`config.mk`:
```
export PLATFORM = sky130hd
export DESIGN_NAME = mem_arbiter
export DESIGN_NICKNAME = d
export VERILOG_FILES = /design/src/rtl/wisc_pkg.sv /design/src/rtl/mem_arb_pick.sv /design/src/rtl/mem_arbiter.sv
export SDC_FILE = /design/constraint.sdc
export NUM_CORES = 1
export LEC_CHECK = 0
export ABC_AREA = 1
export ABC_CLOCK_PERIOD_IN_PS = 1940
export CAP_MARGIN = 20
export CORE_MARGIN = 1
export CORE_UTILIZATION = 42
export CTS_CLUSTER_DIAMETER = 60
export CTS_CLUSTER_SIZE = 25
export DETAILED_ROUTE_END_ITERATION = 12
export HOLD_SLACK_MARGIN = 0.08
export PLACE_DENSITY = 0.76
export SETUP_SLACK_MARGIN = 0.05
export SYNTH_ARGS = -nofsm -noshare
export SYNTH_HDL_FRONTEND = slang
export SYNTH_SLANG_ARGS = --single-unit
```
`constraint.sdc`:
```
create_clock -name clk -period 1.94 [get_ports clk]
set_input_delay 0.194 -clock clk [delete_from_list [all_inputs] [get_ports clk]]
set_output_delay 0.194 -clock clk [all_outputs]
set_load 0.01 [all_outputs]
```
`src/rtl/wisc_pkg.sv`:
```
// Shared types for the unified-memory arbiter.
// Build option MEM_ARB_RR_EN (see mem_arb_pick) selects round-robin arbitration.
package wisc_pkg;

    typedef enum logic [1:0] {
        IDLE  = 2'd0,
        ISSUE = 2'd1,
        WAIT  = 2'd2,
        RESP  = 2'd3
    } arb_state_t;

    typedef enum logic {
        OWNER_I = 1'b0,
        OWNER_D = 1'b1
    } owner_t;

    localparam int MEM_LAT_DEFAULT = 4;

endpackage

```
`src/rtl/mem_arb_pick.sv`:
```
// Combinational grant select between fetch (I) and load/store (D).
// MEM_ARB_RR_EN defined: round-robin on conflict (port not granted last wins).
// MEM_ARB_RR_EN undefined: fixed priority, D over I; i_last_grant is ignored.
module mem_arb_pick
    import wisc_pkg::*;
(
    input  logic   i_ireq,
    input  logic   i_dreq,
    input  owner_t i_last_grant,
    output logic   o_grant,
    output owner_t o_winner
);

    // Winner selection; a lone requester always wins
    always_comb begin
        o_grant  = i_ireq | i_dreq;
        o_winner = OWNER_I;
`ifdef MEM_ARB_RR_EN
        if (i_ireq && i_dreq)
            o_winner = (i_last_grant == OWNER_I) ? OWNER_D : OWNER_I;
        else if (i_dreq)
            o_winner = OWNER_D;
`else
        if (i_dreq)
            o_winner = OWNER_D;
`endif
    end

`ifndef MEM_ARB_RR_EN
    logic w_unused_last;
    assign w_unused_last = (i_last_grant == OWNER_D);
`endif

endmodule

```
`src/rtl/mem_arbiter.sv`:
```
// Shares one single-port fixed-latency memory between the fetch and
// load/store ports, one transaction at a time (IDLE/ISSUE/WAIT/RESP).
// Build option MEM_ARB_RR_EN: round-robin instead of fixed D-over-I priority.
// The latched owner doubles as the last-grant record: it is written at every
// grant and resets to OWNER_I, so no separate flop is needed.
// MEM_LAT must be >= 1.
module mem_arbiter
    import wisc_pkg::*;
#(
    parameter int ADDR_W  = 16,
    parameter int DATA_W  = 16,
    parameter int MEM_LAT = MEM_LAT_DEFAULT
) (
    input  logic              clk,
    input  logic              rst_n,
    input  logic              i_req,
    input  logic [ADDR_W-1:0] i_addr,
    output logic [DATA_W-1:0] i_rdata,
    output logic              i_ack,
    input  logic              d_req,
    input  logic              d_wr,
    input  logic [ADDR_W-1:0] d_addr,
    input  logic [DATA_W-1:0] d_wdata,
    output logic [DATA_W-1:0] d_rdata,
    output logic              d_ack,
    output logic              mem_en,
    output logic              mem_wr,
    output logic [ADDR_W-1:0] mem_addr,
    output logic [DATA_W-1:0] mem_wdata,
    input  logic [DATA_W-1:0] mem_rdata,
    output logic              busy
);

    localparam int CNT_W = $clog2(MEM_LAT + 1);

    arb_state_t        r_state, w_next;
    owner_t            r_owner, w_winner;
    logic              w_grant;
    logic              r_wr;
    logic [ADDR_W-1:0] r_addr;
    logic [DATA_W-1:0] r_wdata;
    logic [DATA_W-1:0] r_i_rdata, r_d_rdata;
    logic [CNT_W-1:0]  r_cnt;
    logic              w_last;

    mem_arb_pick u_pick (
        .i_ireq       (i_req),
        .i_dreq       (d_req),
        .i_last_grant (r_owner),
        .o_grant      (w_grant),
        .o_winner     (w_winner)
    );

    assign w_last = (r_cnt == CNT_W'(1));

    // State register
    always_ff @(posedge clk or negedge rst_n) begin
        if (!rst_n) r_state <= IDLE;
        else        r_state <= w_next;
    end

    // Next state and strobes
    always_comb begin
        w_next = r_state;
        mem_en = 1'b0;
        mem_wr = 1'b0;
        i_ack  = 1'b0;
        d_ack  = 1'b0;
        busy   = (r_state != IDLE);
        case (r_state)
            IDLE:  if (w_grant) w_next = ISSUE;
            ISSUE: begin
                mem_en = 1'b1;
                mem_wr = r_wr;
                w_next = WAIT;
            end
            WAIT:  if (w_last) w_next = RESP;
            RESP: begin
                i_ack  = (r_owner == OWNER_I);
                d_ack  = (r_owner == OWNER_D);
                w_next = IDLE;
            end
            default: w_next = IDLE;
        endcase
    end

    // Grant latch, latency counter and read-data capture
    always_ff @(posedge clk or negedge rst_n) begin
        if (!rst_n) begin
            r_owner   <= OWNER_I;
            r_wr      <= 1'b0;
            r_addr    <= '0;
            r_wdata   <= '0;
            r_cnt     <= '0;
            r_i_rdata <= '0;
            r_d_rdata <= '0;
        end else begin
            case (r_state)
                IDLE: if (w_grant) begin
                    r_owner <= w_winner;
                    if (w_winner == OWNER_D) begin
                        r_addr  <= d_addr;
                        r_wr    <= d_wr;
                        r_wdata <= d_wdata;
                    end else begin
                        r_addr  <= i_addr;
                        r_wr    <= 1'b0;
                        r_wdata <= '0;
                    end
                end
                ISSUE: r_cnt <= CNT_W'(MEM_LAT);
                WAIT: begin
                    r_cnt <= r_cnt - CNT_W'(1);
                    if (w_last && !r_wr) begin
                        if (r_owner == OWNER_D) r_d_rdata <= mem_rdata;
                        else                    r_i_rdata <= mem_rdata;
                    end
                end
                default: ;
            endcase
        end
    end

    assign mem_addr  = r_addr;
    assign mem_wdata = r_wdata;
    assign i_rdata   = r_i_rdata;
    assign d_rdata   = r_d_rdata;

endmodule

```
-- After elaboration in Yosys (flattened, before gate mapping)
Index checks and enable logic that the tools add are counted.
- muxes and demuxes: 12
- $add $sub $neg: 1
- reduce and logical (&&, ||, !) cells: 9
- bitwise operators: 2
- equal/unequal tests: 6
- operators with widths (cell ; count):
    16-bit 2-to-1 mux ; 2
    2-bit case mux with 4 select lines ; 1
    1-bit 2-to-1 mux ; 6
    3-bit case mux with 2 select lines ; 1
    3-bit AND reduction ; 2
    2-bit == test (second input constant) ; 2
    2-bit 2-to-1 mux ; 2
    2-bit AND reduction ; 2
    2-bit nonzero test ; 2
    3-bit by 1-bit == test with 1-bit output (second input constant) ; 1
    3-bit by 1-bit subtractor with 3-bit output (second input constant) ; 1
    2-bit by 1-bit == test with 1-bit output (second input constant) ; 1
    2-bit zero test ; 1
    2-bit by 1-bit inequality test with 1-bit output (second input constant) ; 1
    2-bit inequality test (second input constant) ; 1
    1-bit logical AND ; 1
    1-bit zero test ; 1
    1-bit inverter ; 1
    1-bit OR ; 1
- word-level logic and storage cells: 38
- input bits: 69
- register bits: 71
- output and inout bits: 69

-- Logic depth before layout (Yosys ltp)
- depth after elaboration: 3
- gate-level depth with buffers: 8
- depth with buffers taken out: 7

-- Cells and area by module
A second synthesis with hierarchy kept.
- cells, all modules: 358
- area, all modules: 3113.0 um^2
- modules (own cells, without submodules) (module ; times used ; area each (um^2) ; cells each ; seq. area each (um^2)):
    mem_arbiter ; 1 ; 3094.2 ; 354 ; 1776.7
    mem_arb_pick ; 1 ; 18.8 ; 4 ; 0.0

-- Worst setup path before layout
OpenSTA, ideal clock, no wires.
- path kind: register -> register
- start: register r_state[0]
- end: register r_i_rdata[10], in the netlist i_rdata[10]
- data required time: 1.823 ns
- path slack: 0.555 ns
- period minus slack after synthesis: 1.385 ns
- setup time: 0.117 ns
- arrival time: 1.268 ns
- cell stages (with the launch flop): 9
- buffers on the path: 1
- cell sequence: dfrtp_1 -> inv_1 -> ha_1 -> inv_2 -> nor2_4 -> nand3_4 -> buf_6 -> nand2_1 -> nand2_1
- cells in the longest elaborated chain, start to end: 2
- ends and longest elaborated chain (item ; line ; text):
    from (decl) ; mem_arbiter.sv:36 ; arb_state_t r_state, w_next;
    from (signal assigned) ; mem_arbiter.sv:59 ; else r_state <= w_next;
    2-bit == test ; mem_arbiter.sv:98 ; case (r_state)
    3-bit AND reduction (no source line) ; - ;
    to (signal assigned) ; mem_arbiter.sv:116 ; else r_i_rdata <= mem_rdata;
    to (decl) ; mem_arbiter.sv:42 ; logic [DATA_W-1:0] r_i_rdata, r_d_rdata;
Every way passes these cells.
A chain may end at the register's enable or synchronous reset.

-- Worst setup path in the final report
- start: register r_state[1]
- end: output port mem_wr
- cells in the longest elaborated chain, start to end: 2
- ends and longest elaborated chain (item ; line ; text):
    2-bit by 1-bit == test with 1-bit output ; mem_arbiter.sv:70 ; case (r_state)
    1-bit 2-to-1 mux ; mem_arbiter.sv:70 ;
    to (decl) ; mem_arbiter.sv:27 ; output logic mem_wr,
Every way passes these cells.

==> results.json <==
{
  "power_mw": 6.81,
  "ff_latch_area_sq_um": 1780,
  "yosys.area_share.adder": 0.0237,
  "cts-root-buf": "clkbuf_8",
  "hp-class": "input port to flip-flop",
  "post-route-util": 0.666,
  "slew-limit-headroom": 0.632,
  "io_pins": 138,
  "placed_cell_area_sq_um": 4610,
  "clockBufferDepth": 2,
  "vias_per_cell": 4.64,
  "cts.sinks": 71,
  "ant_nets": 0,
  "worst_setup_path_end_kind": "output pin",
  "first_pass_iters": 4,
  "drt-total-wl_mm": 8.10,
  "maxSlewViolCount": 0,
  "synth_top_family_by_area": "simple AND/OR/NAND/NOR gates",
  "core_area_sq_um": 7250,
  "start_util": 0.437,
  "finalCritPeriodShare": 0.943,
  "p_per_area_nw_per_um2": 1410,
  "synthMuxAreaShare": 0,
  "worstSetupPathType": "flip-flop to output pin",
  "cts_made_buffers": 9,
  "fin_ws_ns": 0.111,
  "grt_max_degree": 45,
  "layout.nets": 600,
  "pre_cts_ws_ns": 0.275,
  "drcViolationCount": 0,
  "p_leak_nw": 2.38,
  "synth-seq-cells": 71,
  "post-route-cell-area_sq_um": 4830,
  "cp-start-kind": "flip-flop",
  "antenna_found_initial": 0,
  "nFillCells": 636,
  "critPathMaxStageDelay_ns": 0.52,
  "ys.warnings.count": 0,
  "vias": 2920,
  "synth_area_per_cell_sq_um": 8.25,
  "clkTransAtPathRegs_ns": 0.08,
  "grt_overflow_total": 0,
  "crit_arrival_ns": 1.64,
  "area_delta_synth_final_pct": 52.5,
  "ys_seq_area_frac": 0.561,
  "synth-xor-area-share": 0,
  "wl_per_cell_um": 12.9,
  "rows": 31,
  "tightest_slew_ns": 0.552,
  "clock_skew_ns": 0.00758,
  "htreeDepth": 3,
  "rsz0062_at_grt": "true",
  "synth_compound_area_frac": 0.0126,
  "hold_viol": 0,
  "crit_slowest_cell": "clkdlybuf4s50_1",
  "status": "finished, final reports clean",
  "peakVddDrop_uv": 679,
  "grt_pass1_wl_mm": 12.7,
  "worstPathRequired_ns": 1.75,
  "hold_path_depth": 3,
  "r2r_cells": 7,
  "fmax_mhz": 547,
  "period_needed_ns": 1.83,
  "critPathMaxFanout": 4,
  "multi_input_area_sq_um": 1210,
  "synth_fp_nets": 459,
  "grt_usage": 0.213,
  "grt_pass1_vias": 2786,
  "antenna_cells": 0,
  "post_synth_num_cell_types": 19,
  "dr.first_iter.drc_count": 102,
  "setup_tns_ns": 0,
  "final_layout_size_suffix_gt1_frac": 0.0642,
  "yosys.area_share.simple": 0.347,
  "die_x_um": 88.8,
  "crit_path_frequent_cell": "inv_1",
  "setup_viol": 0,
  "clk_latency_ns": 0.33,
  "syn_area_sq_um": 3170,
  "maxCapViolCount": 0,
  "path_cells": "inv_1, ha_1, nand2_1, inv_1, clkdlybuf4s50_1",
  "gp_congestion": 0.791,
  "hpwl_mm": 6.08,
  "netlist_instances": 384,
  "numPortBuffers": 137,
  "cts_tree": "yes",
  "die_h_um": 88.8,
  "dieArea_sq_um": 7890
}
## cells by family after synthesis
logic type,after synthesis
flip-flops,71
buffers and inverters,33
AND/OR/NAND/NOR,269
adder cells (fa/ha/maj),6
AO/OA/AOI/OAI,5
## metal layers
metal / track usage / up-vias / share of wire
li1: - / 1462 / -
met1: 0.271 / 1327 / 0.42
met2: 0.349 / 123 / 0.48
met3: 0.0653 / 8 / 0.094
met4: 0.0704 / 0 / 0.0080
met5: 0 / - / 0
## final cells by class
| type | instances | area share |
|---|---|---|
| Clock inverter | 6 | 0.0145 |
| Timing Repair Buffer | 145 | 0.300 |
| Sequential cell | 71 | 0.368 |
| Clock buffer | 10 | 0.0264 |
| Multi-Input combinational cell | 280 | 0.252 |
| Tap cell | 99 | 0.0256 |
| Inverter | 18 | 0.0142 |
## synth_stat cells
cell | count | share of area
o211ai_1 | 1 | 0.0024
buf_4 | 5 | 0.012
ha_1 | 6 | 0.024
inv_1 | 12 | 0.014
inv_2 | 4 | 0.0047
nor2_2 | 1 | 0.0020
nand2_1 | 227 | 0.27
o21ai_4 | 1 | 0.0051
nand3_4 | 2 | 0.011
nor2_1 | 1 | 0.0012
clkinv_2 | 1 | 0.0016
clkinv_1 | 1 | 0.0012
buf_2 | 7 | 0.011
o22ai_1 | 1 | 0.0020
nor2_4 | 2 | 0.0071
nand3_1 | 36 | 0.057
buf_6 | 3 | 0.011
dfrtp_1 | 71 | 0.56
o21ai_0 | 2 | 0.0032
## sequential cells by signal (all words and copies together) (netlist names)
name,count
d_rdata,16
r_cnt,3
r_owner,1
r_state,2
mem_addr,16
r_wr,1
i_rdata,16
mem_wdata,16
## worst max-delay path: cells and delay by family, from the launching register on
family        cells  cell delay, ns
buf+inv           3            0.66
flops             1            0.41
fa+ha+maj         1            0.17
simple gates      1            0.06
## through the flow
step	std cells	hold WS [ns]
global placement	611	0.212
detailed placement	611	0.224
global route	629	0.395
CTS	628	0.373
floorplan	384	-0.102
finish	629	0.392
## cells in the final DEF, fill, tap and decap left out, types with 2 or more instances in the layout
master / n
o21ai_0: 2
dfrtp_1: 71
clkinvlp_4: 3
ha_1: 6
clkdlybuf4s50_1: 133
buf_4: 7
inv_1: 12
nor2_4: 2
nand3_4: 2
inv_2: 4
nand2_1: 227
nand3_1: 36
clkbuf_8: 9
dlymetal6s2s_1: 2
## power breakdown
group	switching (mW)	total [mW]	internal [mW]	leakage (nW)
logic	1.54	3.14	1.60	1.49
registers	0.393	2.51	2.12	0.805
clock network	0.559	1.16	0.601	0.0891
## what timing repair did
item                                    4_1_cts  5_1_grt
resized for setup                             1        2
endpoints found under the setup margin        1        3
hold endpoints to repair                     42        0
hold buffers                                  1        0
setup buffers                                 0        1
## worst paths after layout
kind                              from  slack (ns)           end
max                         r_state[1]        0.11        mem_wr
min                         d_wdata[6]        0.39  mem_wdata[6]
max reg2reg                 r_state[0]        0.32    i_rdata[6]
min reg2reg                d_rdata[13]        0.47   d_rdata[13]
max in group asynchronous        rst_n        0.93    d_rdata[0]
min in group asynchronous        rst_n        0.40   i_rdata[13]
No activity file was read; power rests on OpenSTA's default activity.
